## src/rtl/mips_cpu_harvard_dmem_bridge_if.sv

```systemverilog
// Memory-side req/ack bus between the harvard CPU data bridge and a multi-cycle data memory.
// The bridge drives the request fields; the memory returns read data with a one-cycle ack strobe.
interface mips_cpu_harvard_dmem_bridge_if #(
    parameter int ADDR_WIDTH = 8
);
    logic                  mem_req;
    logic                  mem_we;
    logic [ADDR_WIDTH-1:0] mem_addr;
    logic [31:0]           mem_wdata;
    logic [31:0]           mem_rdata;
    logic                  mem_ack;

    modport master (
        output mem_req, mem_we, mem_addr, mem_wdata,
        input  mem_rdata, mem_ack
    );

    modport slave (
        input  mem_req, mem_we, mem_addr, mem_wdata,
        output mem_rdata, mem_ack
    );
endinterface

```

## src/rtl/mips_cpu_harvard_dmem_bridge.sv

```systemverilog
// Converts the CPU's single-cycle data port into a req/ack memory handshake, stalling the core
// through clk_enable while an access is outstanding, with timeout and a sticky bus error.
module mips_cpu_harvard_dmem_bridge #(
    parameter int          ADDR_WIDTH = 8,
    parameter int          TIMEOUT    = 16,
    parameter logic [31:0] ERR_DATA   = 32'hDEADBEEF
) (
    input  logic        clk,
    input  logic        reset,
    input  logic [31:0] data_address,
    input  logic        data_read,
    input  logic        data_write,
    input  logic [31:0] data_writedata,
    output logic [31:0] data_readdata,
    output logic        clk_enable,
    output logic        bus_error,
    mips_cpu_harvard_dmem_bridge_if.master mem
);
    localparam int TW = $clog2(TIMEOUT + 1);
    localparam logic [TW-1:0] TIMER_LAST = TW'(TIMEOUT - 1);

    typedef enum logic [1:0] {
        IDLE = 2'd0,
        REQ  = 2'd1,
        DONE = 2'd2
    } state_t;

    state_t                state;
    state_t                state_next;
    logic [TW-1:0]         timer;
    logic                  mem_we_q;
    logic [ADDR_WIDTH-1:0] mem_addr_q;
    logic [31:0]           mem_wdata_q;

    logic access;
    logic out_of_range;
    logic misaligned;
    logic conflict;
    logic timer_expired;

    assign access        = data_read | data_write;
    assign out_of_range  = |data_address[31:ADDR_WIDTH+2];
    assign misaligned    = |data_address[1:0];
    assign conflict      = data_read & data_write;
    assign timer_expired = (timer == TIMER_LAST);

    // NOTE: sequential state uses non-blocking assignments so every register samples pre-edge values.
    always_ff @(posedge clk or negedge reset) begin
        if (!reset) state <= IDLE;
        else        state <= state_next;
    end

    // NOTE: default assignment first so no path through the case leaves state_next unassigned (no latch).
    always_comb begin
        state_next = state;
        case (state)
            IDLE: if (access) state_next = out_of_range ? DONE : REQ;
            REQ:  if (mem.mem_ack || timer_expired) state_next = DONE;
            DONE: state_next = IDLE;
            default: state_next = IDLE;
        endcase
    end

    // The core is stalled from the cycle a request appears until the DONE cycle retires it.
    always_comb begin
        clk_enable  = 1'b1;
        mem.mem_req = 1'b0;
        case (state)
            IDLE: clk_enable = !access;
            REQ: begin
                clk_enable  = 1'b0;
                mem.mem_req = 1'b1;
            end
            default: ;
        endcase
    end

    always_ff @(posedge clk or negedge reset) begin
        if (!reset) begin
            timer         <= '0;
            mem_we_q      <= 1'b0;
            mem_addr_q    <= '0;
            mem_wdata_q   <= '0;
            data_readdata <= '0;
            bus_error     <= 1'b0;
        end else begin
            case (state)
                IDLE: if (access) begin
                    mem_addr_q  <= data_address[ADDR_WIDTH+1:2];
                    mem_wdata_q <= data_writedata;
                    mem_we_q    <= data_write;
                    timer       <= '0;
                    if (out_of_range || misaligned || conflict) bus_error <= 1'b1;
                    // Out-of-range reads return zero; out-of-range writes are silently dropped.
                    if (out_of_range && !data_write) data_readdata <= '0;
                end
                REQ: begin
                    if (mem.mem_ack) begin
                        if (!mem_we_q) data_readdata <= mem.mem_rdata;
                    end else if (timer_expired) begin
                        if (!mem_we_q) data_readdata <= ERR_DATA;
                        bus_error <= 1'b1;
                    end else begin
                        timer <= timer + TW'(1);
                    end
                end
                default: ;
            endcase
        end
    end

    assign mem.mem_we    = mem_we_q;
    assign mem.mem_addr  = mem_addr_q;
    assign mem.mem_wdata = mem_wdata_q;
endmodule

```

## src/flat_wrapper.sv

```systemverilog
// flat-port wrapper written by rule: the top's interface ports become plain ports
module mips_cpu_harvard_dmem_bridge_flat 
#(
    parameter int          ADDR_WIDTH = 8,
    parameter int          TIMEOUT    = 16,
    parameter logic [31:0] ERR_DATA   = 32'hDEADBEEF
)
  (clk, reset, data_address, data_read, data_write, data_writedata, data_readdata, clk_enable, bus_error, mem_mem_req, mem_mem_we, mem_mem_addr, mem_mem_wdata, mem_mem_rdata, mem_mem_ack);
  mips_cpu_harvard_dmem_bridge_if #(.ADDR_WIDTH(ADDR_WIDTH)) mem_i ();
  input  logic clk;
  input  logic reset;
  input  logic [31:0] data_address;
  input  logic data_read;
  input  logic data_write;
  input  logic [31:0] data_writedata;
  output logic [31:0] data_readdata;
  output logic clk_enable;
  output logic bus_error;
  output wire logic [$bits(mem_i.mem_req)-1:0] mem_mem_req;
  output wire logic [$bits(mem_i.mem_we)-1:0] mem_mem_we;
  output wire logic [$bits(mem_i.mem_addr)-1:0] mem_mem_addr;
  output wire logic [$bits(mem_i.mem_wdata)-1:0] mem_mem_wdata;
  input wire logic [$bits(mem_i.mem_rdata)-1:0] mem_mem_rdata;
  input wire logic [$bits(mem_i.mem_ack)-1:0] mem_mem_ack;
  assign mem_mem_req = mem_i.mem_req;
  assign mem_mem_we = mem_i.mem_we;
  assign mem_mem_addr = mem_i.mem_addr;
  assign mem_mem_wdata = mem_i.mem_wdata;
  assign mem_i.mem_rdata = mem_mem_rdata;
  assign mem_i.mem_ack = mem_mem_ack;
  mips_cpu_harvard_dmem_bridge #(.ADDR_WIDTH(ADDR_WIDTH), .TIMEOUT(TIMEOUT), .ERR_DATA(ERR_DATA)) u_core (.clk(clk), .reset(reset), .data_address(data_address), .data_read(data_read), .data_write(data_write), .data_writedata(data_writedata), .data_readdata(data_readdata), .clk_enable(clk_enable), .bus_error(bus_error), .mem(mem_i));
endmodule
```

## config.mk

```make
export PLATFORM = sky130hd
export DESIGN_NAME = mips_cpu_harvard_dmem_bridge_flat
export DESIGN_NICKNAME = d
export VERILOG_FILES = /design/src/rtl/mips_cpu_harvard_dmem_bridge_if.sv /design/src/rtl/mips_cpu_harvard_dmem_bridge.sv /design/src/flat_wrapper.sv
export SDC_FILE = /design/constraint.sdc
export NUM_CORES = 1
export LEC_CHECK = 0
export CORE_MARGIN = 2
export CORE_UTILIZATION = 44
export DETAILED_ROUTE_END_ITERATION = 7
export PLACE_DENSITY_LB_ADDON = 0.25
export SLEW_MARGIN = 25
export SYNTH_ARGS = -nofsm -noshare
export SYNTH_HDL_FRONTEND = slang
export SYNTH_SLANG_ARGS = --single-unit
```

## constraint.sdc

```tcl
create_clock -name clk -period 4.7 [get_ports clk]
set_input_delay 0.705 -clock clk [delete_from_list [all_inputs] [get_ports clk]]
set_output_delay 0.705 -clock clk [all_outputs]
set_load 0.01 [all_outputs]
```

# Word level (Yosys, flattened, before mapping)

Cells that the tools add are included.

Register bits after elaboration: 81
Bits of input ports: 101
Output and inout bits: 76

$add $sub $neg: 1
Equal/unequal tests: 11
Muxes and demuxes: 22
Bitwise gates (word level): 2
Reductions and logical operators: 15

Operator list:

| operator            | count |
|---|---|
| $mux 32             | 6 |
| $pmux 32 s2         | 1 |
| $reduce_or 22->1    | 1 |
| $mux 5              | 3 |
| $ne 2x1->1 const B  | 5 |
| $pmux 5 s2          | 1 |
| $reduce_and 5->1    | 2 |
| $mux 2              | 3 |
| $ne 2x2->1 const B  | 3 |
| $add 5x1->5 const B | 1 |
| $eq 5x4->1 const B  | 1 |
| $mux 1              | 5 |
| $pmux 1 s2          | 2 |
| $pmux 2 s2          | 1 |
| $reduce_and 2->1    | 2 |
| $reduce_and 4->1    | 1 |
| $logic_or 1x1->1    | 3 |
| $ne 3x2->1 const B  | 1 |
| $eq 2x1->1 const B  | 1 |
| $logic_not 1->1     | 2 |
| $logic_not 2->1     | 1 |
| $reduce_bool 2->1   | 1 |
| $reduce_or 2->1     | 1 |
| $and 1x1->1         | 1 |
| 2 further kinds     | 2 |

# Longest topological paths before layout

Depth after elaboration: 6
Gate-level depth with buffers: 8
Mapped depth without buffers: 7

# Least setup slack after synthesis

OpenSTA, ideal clock, no wires.

Path kind: reg2reg
From: register u_core.timer[0]
To: register u_core.timer[3]
Arrival time: 1.978 ns
Required time: 4.623 ns
Path slack: 2.645 ns
Cell stages (with the launch flop): 8
Path buffers: 0
Cell sequence: dfrtp_1 ha_1 and3_1 ha_1 or2_1 a211o_1 or3_1 a21oi_1

Word-level cells in the longest chain between the ends: 4

Ends and longest elaborated chain:

| element                | line                                | RTL |
|---|---|---|
| start, declared        | mips_cpu_harvard_dmem_bridge.sv:30  | `logic [TW-1:0] timer;` |
| start signal, assigned | mips_cpu_harvard_dmem_bridge.sv:104 | `timer <= timer + TW'(1);` |
| $add 5x1->5            | mips_cpu_harvard_dmem_bridge.sv:104 |  |
| $mux 5                 | mips_cpu_harvard_dmem_bridge.sv:100 | `end else if (timer_expired) begin` |
| $mux 5                 | mips_cpu_harvard_dmem_bridge.sv:98  | `if (mem.mem_ack) begin` |
| $pmux 5 s2             | mips_cpu_harvard_dmem_bridge.sv:87  | `case (state)` |

Parallel ways exist; a longest one is shown, timed or not. The select of a mux whose other input is x is not followed.
A chain may end at the register's enable or synchronous reset.

# Final worst setup path

From: input port data_write
To: output port clk_enable

Word-level cells in the longest chain between the ends: 3

Ends and longest elaborated chain:

| element         | line                               | RTL |
|---|---|---|
| start, declared | flat_wrapper.sv:14                 | `input logic data_write;` |
| $or 1x1->1      | mips_cpu_harvard_dmem_bridge.sv:41 | `assign access = data_read \| data_write;` |
| $logic_not 1->1 | mips_cpu_harvard_dmem_bridge.sv:69 | `IDLE: clk_enable = !access;` |
| $pmux 1 s2      | mips_cpu_harvard_dmem_bridge.sv:68 | `case (state)` |
| end, declared   | flat_wrapper.sv:17                 | `output logic clk_enable;` |

No other way between the ends.

==> results.toml <==
[outcome]
outcome = "completed"

[pwr]
vdd_drop_max_uv = 179
combPwrFrac = 0.235
power.leakage_nw = 2.60
internal-power_w = 0.00134
seqPwrFrac = 0.450
switching_power_w = 0.000428
p_per_area_mw_per_mm2 = 311
p_clk_frac = 0.315
switching_share = 0.242

[worst_hold_path]
holdCritPathClass = "primary input to async pin"

[synthesis]
yosysTopAreaCellShare = 0.559
ys_ff_latch = 81
synth_common_cells = "81 x dfrtp_1, 42 x mux2_2, 30 x mux2_4"
synth_area_sq_mm = 0.00363
synth_edf_count = 0
ys_warn_count = 0
synthArstFlopShare = 1.00
seq_area_frac_synth = 0.559
syn_nets = 378
yosys-top-cells-area = "dfrtp_1 56%, mux2_2 13%, mux2_4 12%"
synth_area_per_cell_sq_um = 13.2
synth_most_common_cell = "dfrtp_1"
synthCells = 275
yosys_most_used_dff = "dfrtp_1"
synth.distinct_cells = 30
yosys.area.top_type = "dfrtp_1"

[finish]
drive_gt1_frac = 0.211
area_growth_pct = 56.6
seqCellArea_sq_mm = 0.00203
nFillCells = 605
layout.nets = 554
insertedDiodeCount = 0
multi_input_area_sq_mm = 0.00141
final_cells = 561
utilization = 0.702

[floorplanning]
die_x_microns = 94.8
start_util = 0.448
top_level_ports = 177
die_h_microns = 94.8
row_count = 33
design.die.area_sq_mm = 0.00899
core_area_sq_mm = 0.00809

[run]
drv_cap = 0

[clocking]
holdBufCountCts = 0
clk_latency_ns = 0.34
cts_resized = 0
clockBufferDepth = 2
root_buffer = "clkbuf_8"
cts_tree = "yes"
cts_sinks = 81
clkSlewWorstSetupHoldPaths_ns = 0.08
cts_setup_buffers = 0
htreeDepth = 3
numCtsBuffers = 9

[worst_setup_path]
reg2reg_slack_ns = 2.23
crit_fanout = 5
cp_data_arrival_time_ns = 2.17
cp.required_ns = 3.99
critPathCaptureType = "output pin"
cp-start-kind = "primary input"
r2r-end = "u_core.data_readdata[19]$_DFFE_PN0P_"
crit_type = "primary input to output pin"
reg2reg_depth = 8
rr_startpoint = "u_core.timer[0]$_DFFE_PN0P_"

[timing]
fmax_mhz = 348
setup_viol = 0
timing.final.crit_share = 0.611
fin_ws_ns = 1.83
rsz0062_at_grt = "no"
worst_pin_slew_ns = 0.732
drv_slew = 0
hold_violations = 0
fin_crit_ns = 2.87
setup_tns_ns = 0
max-slew-margin-rel = 0.512
skew_ns = 0.0109

[place]
portBuffers = 176
dp.cells = 545
place_ws_ns = 1.63
place_congestion = 0.777
place_hpwl_microns = 6450

[global_routing]
use_met1 = 0.231
gr-total-overflow = 0
grt.busiest_layer = "met2"
grt_usage = 0.193
use_met2 = 0.343
grt_pass1_vias = 2745
antenna_found_initial = 0
grt_max_degree = 82
grt_pass1_wl_microns = 13200
met3_usage = 0.0351

[drt]
remaining_drc_errors = 0
dr.pass1.iters = 4
dr.first_iter.drc_count = 100
wl_per_cell_microns = 15.5
wirelength_microns = 8710
viasPerCell = 4.95
drtAntennaViolNets = 0
vias = 2778
-- layout by cell type (no fill, tap or decap), drive strengths merged, types with 4 or more instances in the layout --
cell and n:
clkdlybuf4s50 175, mux2 72, nor2 9, o21ai 4
and3 9, clkbuf 11, nand2 5, dfrtp 81
a21oi 27, buf 5, inv 27, nor4 5
-- logic make-up (layout without fill, tap and decap cells) --
family	count (synthesis)	count (layout)	share of synthesized area
AOI/OAI and AO/OA	39	39	0.0662
buffers and inverters	42	223	0.0535
and+or+nand+nor	39	39	0.0600
muxes	72	72	0.255
adders and majority gates	2	2	0.00690
DFF	81	81	0.559
-- power by group through the flow --
stage	Clock, W	Combinational (W)	Sequential (W)
2_1_floorplan	0	0.000137	0.000841
3_3_place_gp	0	0.000417	0.000806
3_5_place_dp	0	0.000421	0.000810
4_1_cts	0.000574	0.000423	0.000796
5_1_grt	0.000603	0.000443	0.000804
6_report	0.000557	0.000416	0.000795
-- area by class of cell --
class | count | area share
clock buffer | 11 | 0.0249
clock inverter | 5 | 0.0139
inverter | 27 | 0.0178
multi-input combinational | 152 | 0.248
sequential | 81 | 0.357
tap | 105 | 0.0231
timing repair buffer | 180 | 0.316
-- worst max path at each step --
stage,startpoint,to,slack (ns),cells past startpoint
after floorplan,u_core.timer[0]$_DFFE_PN0P_,u_core.timer[3]$_DFFE_PN0P_,2.64,7
after global placement,data_address[13],u_core.data_readdata[20]$_DFFE_PN0P_,1.70,6
after detailed placement,data_address[13],u_core.data_readdata[20]$_DFFE_PN0P_,1.63,6
after CTS,data_write,clk_enable,1.82,4
after global routing,data_write,clk_enable,1.70,4
final,data_write,clk_enable,1.83,4
-- sequential cells by signal (all words and copies together) (netlist names) --
name	cells
u_core.mem.mem_addr	8
u_core.mem.mem_we	1
u_core.timer	5
u_core.data_readdata	32
u_core.mem.mem_wdata	32
u_core.state	2
u_core.bus_error	1
-- worst max-delay path: stages --
cell	delay (ns)
clkdlybuf4s50_1	0.51
nor3_1	0.25
or2_2	0.17
clkdlybuf4s50_1	0.54
-- per-layer routing --
layer | up-vias | wire length, microns
li1 | 1299 | -
met4 | 0 | 167
met3 | 13 | 525
met2 | 96 | 4510
met1 | 1370 | 3500
met5 | - | 0
-- metrics by stage --
step | hold WS [ns] | cell area [sq um] | total power, W
after global placement | 0.467 | 5460 | 0.00122
after global routing | 0.455 | 5680 | 0.00185
after CTS | 0.488 | 5680 | 0.00179
after detailed placement | 0.471 | 5460 | 0.00123
after floorplan | 0.409 | 3630 | 0.000978
final | 0.375 | 5680 | 0.00177
(Power assumes the default switching activity.)
